--- src/rtl/bnn_dot_seq.sv ---
// bnn_dot_seq: command-driven sequencer around the BNN CFU-L2 port.
// Streams N operand pairs as CFU requests, sums the returned match counts
// and reports the signed dot product 2*sum - N*DATA_W.
// Optional watchdog: define BNN_DOT_SEQ_TIMEOUT_EN.
//
// state | meaning
// IDLE  | waiting for a command, cmd_ready high
// RUN   | issuing pairs and collecting responses
// DONE  | result presented until res_ready
module bnn_dot_seq #(
   parameter int DATA_W      = 32,
   parameter int LEN_W       = 16,
   parameter int ACC_W       = 24,
   parameter int MAX_OUT     = 4,
   parameter int TIMEOUT_CYC = 1024
) (
   input  logic              clk,
   input  logic              rst_n,
   input  logic              cmd_valid,
   output logic              cmd_ready,
   input  logic [LEN_W-1:0]  cmd_len,
   input  logic              in_valid,
   output logic              in_ready,
   input  logic [DATA_W-1:0] in_a,
   input  logic [DATA_W-1:0] in_b,
   output logic              req_valid,
   input  logic              req_ready,
   output logic [DATA_W-1:0] req_data0,
   output logic [DATA_W-1:0] req_data1,
   input  logic              resp_valid,
   output logic              resp_ready,
   input  logic [1:0]        resp_status,
   input  logic [DATA_W-1:0] resp_data,
   output logic              res_valid,
   input  logic              res_ready,
   output logic [ACC_W-1:0]  res_dot,
   output logic              res_err
);

   localparam int OUT_W = $clog2(MAX_OUT + 1);
   localparam int CNT_W = $clog2(DATA_W + 1);

   typedef enum logic [1:0] {ST_IDLE, ST_RUN, ST_DONE} state_t;

   state_t            state_q, state_d;
   logic [LEN_W-1:0]  len_q, len_d;
   logic [LEN_W-1:0]  issued_q, issued_d;
   logic [LEN_W-1:0]  rcvd_q, rcvd_d;
   logic [ACC_W-1:0]  acc_q, acc_d;
   logic [OUT_W-1:0]  outst_q, outst_d;
   logic              err_q, err_d;

   logic              can_issue;
   logic              req_fire;
   logic              resp_fire;
   logic              count_oob;
   logic              timeout_hit;
   logic [ACC_W-1:0]  resp_ext;
   logic [ACC_W-1:0]  len_ext;
   logic [ACC_W-1:0]  bias;

   // Handshake qualifiers and datapath outputs
   always_comb begin
      can_issue  = (state_q == ST_RUN) && (issued_q < len_q) &&
                   (outst_q < OUT_W'(MAX_OUT));
      req_valid  = in_valid && can_issue;
      in_ready   = req_ready && can_issue;
      req_fire   = req_valid && req_ready;
      resp_ready = 1'b1;
      resp_fire  = resp_valid;
      cmd_ready  = (state_q == ST_IDLE);
      res_valid  = (state_q == ST_DONE);
      res_err    = (state_q == ST_DONE) ? err_q : 1'b0;
      req_data0  = (state_q == ST_RUN) ? in_a : '0;
      req_data1  = (state_q == ST_RUN) ? in_b : '0;
      // A count above DATA_W can only come from a broken responder; flag it.
      count_oob  = (resp_data > DATA_W'(DATA_W));
      resp_ext   = {{(ACC_W - CNT_W){1'b0}}, resp_data[CNT_W-1:0]};
      len_ext    = {{(ACC_W - LEN_W){1'b0}}, len_q};
      bias       = len_ext * ACC_W'(DATA_W);
      res_dot    = (state_q == ST_DONE) ? ({acc_q[ACC_W-2:0], 1'b0} - bias) : '0;
   end

`ifdef BNN_DOT_SEQ_TIMEOUT_EN
   localparam int WD_W = $clog2(TIMEOUT_CYC + 1);

   logic [WD_W-1:0] wd_q, wd_d;

   // Silence watchdog: res_valid appears TIMEOUT_CYC cycles after the last
   // response fire when requests remain outstanding.
   always_comb begin
      wd_d        = wd_q;
      timeout_hit = 1'b0;
      if (state_q == ST_RUN) begin
         if (resp_fire) begin
            wd_d = '0;
         end else if (outst_q != '0) begin
            wd_d = wd_q + 1'b1;
            if (wd_q == WD_W'(TIMEOUT_CYC - 2)) timeout_hit = 1'b1;
         end
      end else begin
         wd_d = '0;
      end
   end

   // Watchdog register
   always_ff @(posedge clk or negedge rst_n) begin
      if (!rst_n) wd_q <= '0;
      else        wd_q <= wd_d;
   end
`else
   assign timeout_hit = 1'b0;
`endif

   // Next-state and counter update
   always_comb begin
      state_d  = state_q;
      len_d    = len_q;
      issued_d = issued_q;
      rcvd_d   = rcvd_q;
      acc_d    = acc_q;
      outst_d  = outst_q;
      err_d    = err_q;
      case (state_q)
         ST_IDLE: begin
            if (cmd_valid) begin
               len_d    = cmd_len;
               issued_d = '0;
               rcvd_d   = '0;
               acc_d    = '0;
               outst_d  = '0;
               err_d    = 1'b0;
               state_d  = (cmd_len != '0) ? ST_RUN : ST_DONE;
            end
         end
         ST_RUN: begin
            if (req_fire) issued_d = issued_q + 1'b1;
            if (req_fire && !resp_fire)      outst_d = outst_q + 1'b1;
            else if (!req_fire && resp_fire) outst_d = outst_q - 1'b1;
            if (resp_fire) begin
               acc_d  = acc_q + resp_ext;
               rcvd_d = rcvd_q + 1'b1;
               err_d  = err_q | (resp_status != 2'd0) | count_oob;
               if (rcvd_d == len_q) state_d = ST_DONE;
            end
            if (timeout_hit) begin
               state_d = ST_DONE;
               err_d   = 1'b1;
               outst_d = '0;
            end
         end
         ST_DONE: begin
            if (res_ready) state_d = ST_IDLE;
         end
         default: state_d = ST_IDLE;
      endcase
   end

   // State and counter registers
   always_ff @(posedge clk or negedge rst_n) begin
      if (!rst_n) begin
         state_q  <= ST_IDLE;
         len_q    <= '0;
         issued_q <= '0;
         rcvd_q   <= '0;
         acc_q    <= '0;
         outst_q  <= '0;
         err_q    <= 1'b0;
      end else begin
         state_q  <= state_d;
         len_q    <= len_d;
         issued_q <= issued_d;
         rcvd_q   <= rcvd_d;
         acc_q    <= acc_d;
         outst_q  <= outst_d;
         err_q    <= err_d;
      end
   end

endmodule
--- config.mk ---
export PLATFORM = sky130hd
export DESIGN_NAME = bnn_dot_seq
export DESIGN_NICKNAME = d
export VERILOG_FILES = /design/src/rtl/bnn_dot_seq.sv
export SDC_FILE = /design/constraint.sdc
export NUM_CORES = 1
export LEC_CHECK = 0
export ABC_AREA = 1
export ABC_CLOCK_PERIOD_IN_PS = 3400
export CORE_ASPECT_RATIO = 0.8
export CORE_UTILIZATION = 40
export DETAILED_ROUTE_END_ITERATION = 8
export PLACE_DENSITY = 0.68
export SKIP_CTS_REPAIR_TIMING = 1
export SYNTH_ARGS = -nofsm -noshare
export SYNTH_HDL_FRONTEND = slang
export SYNTH_SLANG_ARGS = --single-unit
export TNS_END_PERCENT = 30
--- constraint.sdc ---
create_clock -name clk -period 3.4 [get_ports clk]
set_clock_uncertainty 0.15 [all_clocks]
set_input_delay 0.85 -clock clk [delete_from_list [all_inputs] [get_ports clk]]
set_output_delay 0.85 -clock clk [all_outputs]
set_load 0.02 [all_outputs]
==> results_dict.tcl <==
set metrics [dict create \
    status "finished with violations" \
    violations_in_the_final_reports "setup timing" \
    detailedRoute.firstPassIterationCount 6 \
    ys_seq_area_share_pct 29.9 \
    via_count_of_the_first_global_routing_pass 6370 \
    placed_cells_incl_taps 1484 \
    grt_start_max_net_pins 78 \
    mostFrequentLayoutCells "200 x nand2_1, 193 x clkdlybuf4s50_1, 171 x inv_1" \
    htree_levels 3 \
    final_cell_count_no_fill 1503 \
    layout.cells.most_common "nand2_1" \
    powerDensity_mw_per_mm2 633 \
    layout_worst_path_cycle_share_pct 102 \
    synth_edf_count 0 \
    fp.coreArea_mm2 0.0157 \
    grt_pass1_wl_um 32900 \
    drive_gt1_share_pct 12.1 \
    crit_path_cell_trace "inv_2, ha_4, inv_2, fa_2, nand2_1, nand2_1, o21ai_2, o21ai_2, a21oi_2, o21ai_2, a31oi_2, nand2_1, nand2_1, nor2_1, buf_4" \
    synth_cell_types 43 \
    synth_async_sr_flop_share_pct 100 \
    rsz_0062_raised_after_global_routing "yes" \
    syn-instance-count 996 \
    finalWirelength_um 21600 \
    critical_path.most_common_cell "nand2_1" \
    timing.max_cap.violations 0 \
    yosys_most_used_dff "dfrtp_1" \
    layout-area-overhead-vs-synth_pct 51.0 \
    irDropWorstVdd_v 0.000407 \
    drc 0 \
    clock-sinks 77 \
    design.portCount 215 \
    setup.worst_path.start_class "flop" \
    final_net_count 1446 \
    final_period_minus_worst_setup_slack_ns 3.47 \
    achievable-frequency_mhz 288 \
    vias 7284 \
    synthesis.yosys.warnings 0 \
    routabilityCongestion 0.879 \
    maxSlewViolCount 0 \
    vias_per_cell 4.85 \
    grt-ovfl-total 0 \
    ys_ff_latch 77 \
    remaining_number_of_nets_flagged_by_the_antenna_check_after_routing 0 \
    cts_tree "yes" \
    power.static_leakage_uw 0.00488 \
    number_of_antenna_violations_at_the_first_check_in_global_routing 0 \
    dieHeight_um 115 \
    report.final.setup_viol 4 \
    dr.first_iter.drc_count 491 \
    tightestPinTransition_ns 1.02 \
    cts_root_buffer "clkbuf_16" \
    cp_max_fo 3 \
    die_area_mm2 0.0166 \
    port_buffers 212 \
    crit_path_top_delay_cell "dfrtp_1" \
    number_of_failing_hold_endpoints_at_the_final_stage 0 \
    worst_setup_hold_path_clk_slew_ns 0.06 \
    worst-endpoint-arrival_ns 2.47 \
    worst_setup_slack_final_ns -0.0708 \
    detail_route.wl_per_cell_um 14.3 \
    hpwl_um 17200 \
    cts-buffers-inserted 9 \
    setup.worst_path.class "reg2out" \
    crit_path_end_kind "primary output" \
    critPathRequiredTime_ns 2.40 \
    critPathMaxStageDelay_ns 0.39 \
    hold_class "reg2reg" \
    synth_area_mm2 0.00644 \
    antenna_cells_inserted 0 \
    fillers 1486 \
    synth_nets 1159 \
    syn_avg_cell_area_um2 6.46 \
    rows 41 \
    finish.utilization_pct 61.7 \
    grt_use_total_pct 26.0 \
    cts_buffer_depth 2 \
    clk_latency_ns 0.34 \
    floorplan.initialDensity_pct 40.9 \
    dieWidth_um 144 \
    slew_headroom_pct 32.2 \
]
[per-stage QoR]
stage	cell area [um^2]	worst slack, ns	total power [uW]	setup TNS, ns	hold WS [ns]
after floorplan	6440	0.216	3340	0	0.299
after global placement	9380	-0.219	5150	-1.00	0.318
after detailed placement	9380	-0.283	5180	-1.53	0.337
after CTS	9640	-0.678	6070	-6.92	0.344
after global routing	9720	-0.227	6620	-1.09	0.377
final	9720	-0.0708	6150	-0.135	0.349
[registers in the layout (all words and copies together), names as in the netlist]
name      flops
rcvd_q       16
issued_q     16
acc_q        23
outst_q       3
len_q        16
err_q         1
state_q       2
[layer usage]
metal	GRT usage (%)	part of all wire, %
met5	0	0
met4	4.89	0.91
met3	4.55	5.4
met2	36.9	42
met1	40.7	51
[cell families after synthesis]
| group | count (synthesis) | synth area share [%] |
|---|---|---|
| and+or+nand+nor | 497 | 33.8 |
| buffers and inverters | 204 | 12.2 |
| AOI/OAI and AO/OA | 159 | 13.5 |
| DFF | 77 | 29.9 |
| adders and majority gates | 42 | 8.51 |
| xor gates and xnor gates | 15 | 2.04 |
| other | 2 | 0.117 |
[critical path, delay by kind of cell (launching register included)]
kind	cells	cell delay, ns
compound gates	5	0.67
fa+ha+maj	2	0.51
flops	1	0.39
simple gates	5	0.29
buf+inv	3	0.27
[path summary, 6_finish.rpt]
path	to	slack, ns	cells past startpoint	startpoint
setup / recovery	res_dot[19]	-0.07	15	acc_q[4]
hold / removal	outst_q[1]	0.35	2	outst_q[1]
setup reg to reg	outst_q[2]	0.55	16	len_q[14]
min in group asynchronous	len_q[7]	0.53	1	rst_n
max in group asynchronous	acc_q[18]	1.91	1	rst_n
hold reg to reg	outst_q[1]	0.35	2	outst_q[1]
[report_power, final]
group	switching, uW	total [uW]	internal (uW)	leakage [uW]
clock network	376	865	489	0.000129
registers	136	1240	1100	0.00103
logic	2310	4050	1730	0.00372
[area by class of cell]
type,count,area (um^2),area share (%)
Tap cell,215,269,2.77
Sequential cell,77,1930,19.8
Timing Repair Buffer,299,2780,28.6
Clock buffer,11,233,2.39
Clock inverter,5,27.5,0.283
Inverter,181,679,6.99
Multi-Input combinational cell,715,3800,39.1
[synth_stat cells, types with 2 or more instances]
cell,n,area (um^2)
nand3_1,59,295
nor3b_1,2,15.0
a211oi_1,3,22.5
o211ai_1,2,15.0
o21a_1,2,15.0
buf_1,8,30.0
ha_1,39,488
a31oi_1,2,12.5
nor3_1,25,125
xnor2_1,2,17.5
inv_1,176,661
buf_4,2,15.0
nand2_1,200,751
nand4_1,16,100
nor2_2,4,25.0
inv_2,5,18.8
dfrtp_1,77,1930
nand2_2,3,18.8
fa_1,3,60.1
nor4_1,17,106
nor2_4,5,56.3
o22ai_1,18,113
clkbuf_1,10,37.5
a21o_1,2,15.0
o31ai_1,3,22.5
xor2_1,13,114
o21ai_1,11,55.1
nor2_1,157,589
conb_1,2,7.51
buf_2,2,10.0
a21oi_1,53,265
or2_2,3,18.8
o21ai_0,60,300
Note: power is estimated with default switching activity, not from simulation.
==> edit 1, RTL diff (config.mk and constraints unchanged) <==
Register the output `res_err`, with the module's reset; this adds one clock of latency there. The other outputs are not delayed to match.
--- a/src/rtl/bnn_dot_seq.sv
+++ b/src/rtl/bnn_dot_seq.sv
@@ -42,6 +42,8 @@
 
    typedef enum logic [1:0] {ST_IDLE, ST_RUN, ST_DONE} state_t;
 
+   logic res_err_d;
+
    state_t            state_q, state_d;
    logic [LEN_W-1:0]  len_q, len_d;
    logic [LEN_W-1:0]  issued_q, issued_d;
@@ -70,7 +72,7 @@
       resp_fire  = resp_valid;
       cmd_ready  = (state_q == ST_IDLE);
       res_valid  = (state_q == ST_DONE);
-      res_err    = (state_q == ST_DONE) ? err_q : 1'b0;
+      res_err_d  = (state_q == ST_DONE) ? err_q : 1'b0;
       req_data0  = (state_q == ST_RUN) ? in_a : '0;
       req_data1  = (state_q == ST_RUN) ? in_b : '0;
       // A count above DATA_W can only come from a broken responder; flag it.
@@ -177,4 +179,12 @@
       end
    end
 
+   always_ff @(posedge clk or negedge rst_n) begin
+      if (!rst_n) begin
+         res_err <= '0;
+      end else begin
+         res_err <= res_err_d;
+      end
+   end
+
 endmodule
Behaviour: not the same (a bounded check fails within 4 cycles, from zero or initial values and one cycle with rst_n low).
==> edit 1 against the unedited design <==
  * Wire length increased by 2.2%
  * Area after synthesis decreased by 0.21%
  * Count of clock-buffer cells in the layout decreased by 1
  * Critical path type unchanged
  * Total power increased by 11%
  * Clock power increased by 24%
  * Critical endpoint is now res_dot[17]
  * Final cell count decreased by 1.1%
  * Die area decreased by 0.21%
  * Design area increased by 1.5%
  * Sequential cell count increased by 1
  * The run still ends with negative setup slack left
  * Setup slack improved by 0.0024 ns
==> edit 1: results (changes against the unedited design) <==
[clocking]
cts_htree_levels = 3  ; unchanged
clockRootBuffer = clkbuf_16
clk_pin_slew_worst_paths_ns = 0.06  ; about the same
cts_buffers = 9  ; unchanged
clkLatencyLatePin_ns = 0.34  ; about the same
clk_path_buf_depth = 2  ; unchanged

[logic_synthesis]
async_flop_share_pct = 100.0  ; unchanged
ys_seq_area_share_pct = 30.39  ; +0.45 points
synth_cell_types = 45  ; +4.7%
synthesis.nets = 1136  ; -2.0%
syn_inst = 973  ; -2.3%
yosys-top-cells-area = dfrtp_1 (30%), nand2_1 (11%), inv_1 (9.9%)
netlist_top_cells_count = nand2_1 (189), inv_1 (170), nor2_1 (143)
yosysWarnings = 0  ; unchanged
ys.flop_type = dfrtp_1

[setup_path]
slowest_delay_ns = 0.39  ; about the same
cp_slowest_cell = dfrtp_1
reg2reg_depth = 12  ; -4
reg2reg_slack_ns = 0.31  ; -0.24 ns
cp_top_family = compound AO/OA/AOI/OAI gates
r2r-end = issued_q[11]
cp_max_fo = 4  ; +1
timing.rr.start = len_q[15]
required_ns = 2.40  ; about the same

[sta]
fin_ws_ns = -0.06840  ; +0.002431 ns
setup_tns_ns = -0.1876  ; -0.05225 ns
setup_viol = 5  ; +1
fin_hold_ws_ns = 0.3436  ; -0.005168 ns
relSlewSlack_pct = 56.11  ; +24 points

[hold_path]
worstHoldStart = err_q
min_to = res_err
hold_depth = 2  ; unchanged
hp-class = reg -> reg

[final_layout]
nets = 1430  ; -1.1%
top_register = acc_q
largest_register_ffs = 23  ; unchanged
diodes = 0  ; unchanged
drive_gt1_share_pct = 12.74  ; +0.62 points

[placed_design]
dp_slack_ns = -0.3470  ; -0.06397 ns
dpl-instance-area_mm2 = 0.009408  ; +0.33%
hpwl_mm = 17.41  ; +1.1%
gp_congestion = 0.9589  ; +9.1%
placed_cells = 1468  ; -1.1%
io_buffers = 212  ; unchanged

[grt]
antenna_found_initial = 0  ; unchanged
grt_pass1_vias = 6925  ; +8.7%
grtUsageTotal_pct = 27.19  ; +1.2 points
grt_max_degree = 79  ; +1.3%
grt_pass1_wl_mm = 34.55  ; +5.1%

[run_status]
status = complete, but fails checks
failed_checks = negative setup slack

[route]
first_pass_iters = 5  ; -1
avgRoutedWirePerCell_um = 14.81  ; +3.3%
drt-initial-drc-count = 546  ; +11%
vias_per_cell = 4.992  ; +3.0%
vias = 7423  ; +1.9%

[pwr]
leakage_nw = 4.952  ; +1.4%
vdd_ir_drop_max_uv = 390.5  ; -4.0%

edit 1: layout make-up:
type / count / area (µm²)
tap: 215 / 269.0
clock inverter: 6 / 85.08
clock buffer: 10 / 239.0
timing repair buffer: 307 / 2840
sequential: 78 / 1952
fill: 1433 / 5887
inverter: 174 / 660.6
multi-input combinational: 697 / 3816
edit 1: metal layers:
layer  vias up  GRT usage (%)  part of all wire [%]
li1       3742              -                     -
met1      3375          36.57                    45
met5         -              0                     0
met2       286          43.79                    46
met3        20          6.414                   7.5
met4         0          7.234                   1.5
edit 1: logic make-up (layout without fill, tap and decap cells):
logic type               Yosys count  count (layout)  share of synthesized area (%)
other                              2               2                         0.1169
flip-flops                        78              78                          30.39
AND/OR/NAND/NOR                  471             471                          32.16
AO/OA/AOI/OAI                    162             162                          13.95
XOR/XNOR                          20              20                          2.942
buffers and inverters            198             497                          11.90
adder cells (fa/ha/maj)           42              42                          8.533
edit 1: worst max path at each step:
stage,cells past startpoint,slack (ns),startpoint,endpoint
floorplan,12,0.26,len_q[0],res_dot[17]
global placement,14,-0.31,acc_q[4],res_dot[19]
detailed placement,14,-0.35,acc_q[4],res_dot[19]
CTS,14,-0.72,acc_q[4],res_dot[19]
global route,14,-0.24,acc_q[4],res_dot[17]
finish,14,-0.07,acc_q[4],res_dot[17]
edit 1: tightest hold or removal path: stages (launching register included):
cell,delay [ns]
dfrtp_1,0.32
inv_1,0.04
nor2_1,0.09
edit 1: report_power, final:
group | total (mW) | switching [mW] | leakage [nW] | internal [mW]
Clock | 1.07 | 0.406 | 0.154 | 0.661
Sequential | 1.26 | 0.136 | 1.05 | 1.12
Combinational | 4.51 | 2.56 | 3.75 | 1.95
Total | 6.83 | 3.10 | 4.95 | 3.73
==> edit 2, RTL diff (config.mk and constraints unchanged) <==
Without the edit above. Build with the macro `BNN_DOT_SEQ_TIMEOUT_EN` defined.
--- a/src/rtl/bnn_dot_seq.sv
+++ b/src/rtl/bnn_dot_seq.sv
@@ -7,6 +7,8 @@
 // IDLE  | waiting for a command, cmd_ready high
 // RUN   | issuing pairs and collecting responses
 // DONE  | result presented until res_ready
+`define BNN_DOT_SEQ_TIMEOUT_EN
+
 module bnn_dot_seq #(
    parameter int DATA_W      = 32,
    parameter int LEN_W       = 16,
Function: same outputs for any inputs over 4 cycles, from zero or initial values and one cycle with rst_n low; that may be too few to reach the edited logic, so the function may still have changed.
==> edit 2 against the unedited design <==
  * The run still ends with negative setup slack left
  * Setup slack gained 0.014 ns
  * Highest routed layer unchanged
  * Die area grew 14%
  * Critical path type unchanged
  * Wire length grew 14%
  * Design area grew 10%
  * Sequential cell count grew 11
  * Area after synthesis grew 14%
  * Total power grew 8.3%
  * Final cell count grew 9.2%
==> edit 2: results (changes against the unedited design) <==
[pwr]
leakage_nw = 5.271  ; +7.9%
vdd_ir_drop_max_uv = 289.4  ; -29%

[sta]
setup_viol = 1  ; -3
relSlewSlack_pct = 54.18  ; +22 points
setup_tns_ns = -0.05670  ; +0.07864 ns
fin_ws_ns = -0.05670  ; +0.01414 ns

[clocking]
clockRootBuffer = clkbuf_16
clk_path_buf_depth = 2  ; unchanged
clk_pin_slew_worst_paths_ns = 0.07
clkLatencyLatePin_ns = 0.36  ; +0.02 ns

[placed_design]
gp_congestion = 0.9596  ; +9.1%
dp_slack_ns = -0.2608  ; +0.02221 ns
io_buffers = 212  ; unchanged
hpwl_mm = 19.15  ; +11%

[grt]
grtUsageTotal_pct = 25.82  ; -0.14 points
grt_pass1_wl_mm = 38.21  ; +16%
grt_max_degree = 52  ; -33%
grt_pass1_vias = 7599  ; +19%

[die]
rows = 43  ; +4.9%

[setup_path]
cp_top_family = adder cells
crit_arrival_ns = 2.46
cp_max_fo = 3  ; unchanged

[route]
vias = 8247  ; +13%
avgRoutedWirePerCell_um = 14.93  ; +4.1%
route.detailed.drc = 0  ; unchanged
first_pass_iters = 6  ; unchanged
drt-initial-drc-count = 667  ; +36%

[logic_synthesis]
synth_cell_types = 47  ; +9.3%
ys_seq_area_share_pct = 30.06  ; +0.12 points
syn_area_per_cell_um2 = 6.489  ; +0.41%
yosys-top-cells-area = dfrtp_1 (30%), nand2_1 (12%), inv_1 (9.5%)
netlist_top_cells_count = nand2_1 (233), inv_1 (186), nor2_1 (186)
synthesis.nets = 1295  ; +12%

[final_layout]
largest_register_ffs = 23  ; unchanged
fillers = 1687  ; +14%
drive_gt1_share_pct = 12.63  ; +0.52 points
stdcell_count = 1642  ; +9.2%

[run_status]
failed_checks = negative setup slack
status = complete, but fails checks

[edit 2: cell families (layout without fill, tap and decap cells)]
kind of cell	Yosys count	after routing	share of synthesized area (%)
and+or+nand+nor	588	588	34.76
xor gates and xnor gates	22	22	2.835
adders and majority gates	45	45	7.993
AOI/OAI and AO/OA	168	168	12.62
DFF	88	88	30.06
buffers and inverters	216	504	11.63
other	2	2	0.1025
[edit 2: area by class of cell]
cell class	instances	area, µm²	share of cell area [%]
well taps	225	281.5	2.633
clock inverters	4	30.03	0.2808
multi-input cells	825	4454	41.65
inverters	189	711.9	6.657
flip-flops and latches	88	2202	20.59
repair buffers	299	2768	25.88
clock buffers	12	246.5	2.305
[edit 2: stage by stage]
| stage | area [µm²] | power (mW) | hold slack, ns |
|---|---|---|---|
| detailed placement | 10270 | 5.491 | 0.3585 |
| CTS | 10540 | 6.470 | 0.3748 |
| finish | 10690 | 6.659 | 0.3738 |
| floorplan | 7326 | 3.535 | 0.3302 |
| global route | 10690 | 7.146 | 0.4233 |
| global placement | 10270 | 5.452 | 0.3550 |
[edit 2: layer usage]
layer  global-route usage [%]  part of all wire (%)
met4                    7.323                   2.0
met5                        0                     0
met1                    35.86                    47
met2                    38.56                    43
met3                    7.921                   8.6
[edit 2: worst paths after layout]
kind	cells past startpoint	slack, ns	from	endpoint
worst max-delay path	16	-0.06	acc_q[4]	res_dot[17]
worst min-delay path	2	0.37	state_q[0]	state_q[0]
worst max register to register	18	0.40	len_q[1]	outst_q[2]
worst min register to register	2	0.37	state_q[0]	state_q[0]
max in group asynchronous	2	2.05	rst_n	issued_q[15]
min in group asynchronous	1	0.38	rst_n	acc_q[0]
[edit 2: report_power, final]
| group | switching (mW) | internal (mW) |
|---|---|---|
| Combinational | 2.50 | 1.82 |
| Sequential | 0.144 | 1.23 |
| Clock | 0.446 | 0.518 |
| Total | 3.09 | 3.57 |
[edit 2: worst register-to-register path: cells and delay by family, from the launching register on]
kind | cells | cell delay, ns
buf+inv | 4 | 0.42
flops | 1 | 0.37
simple gates | 6 | 0.36
xor+xnor | 1 | 0.14
fa+ha+maj | 3 | 0.88
compound gates | 4 | 0.60
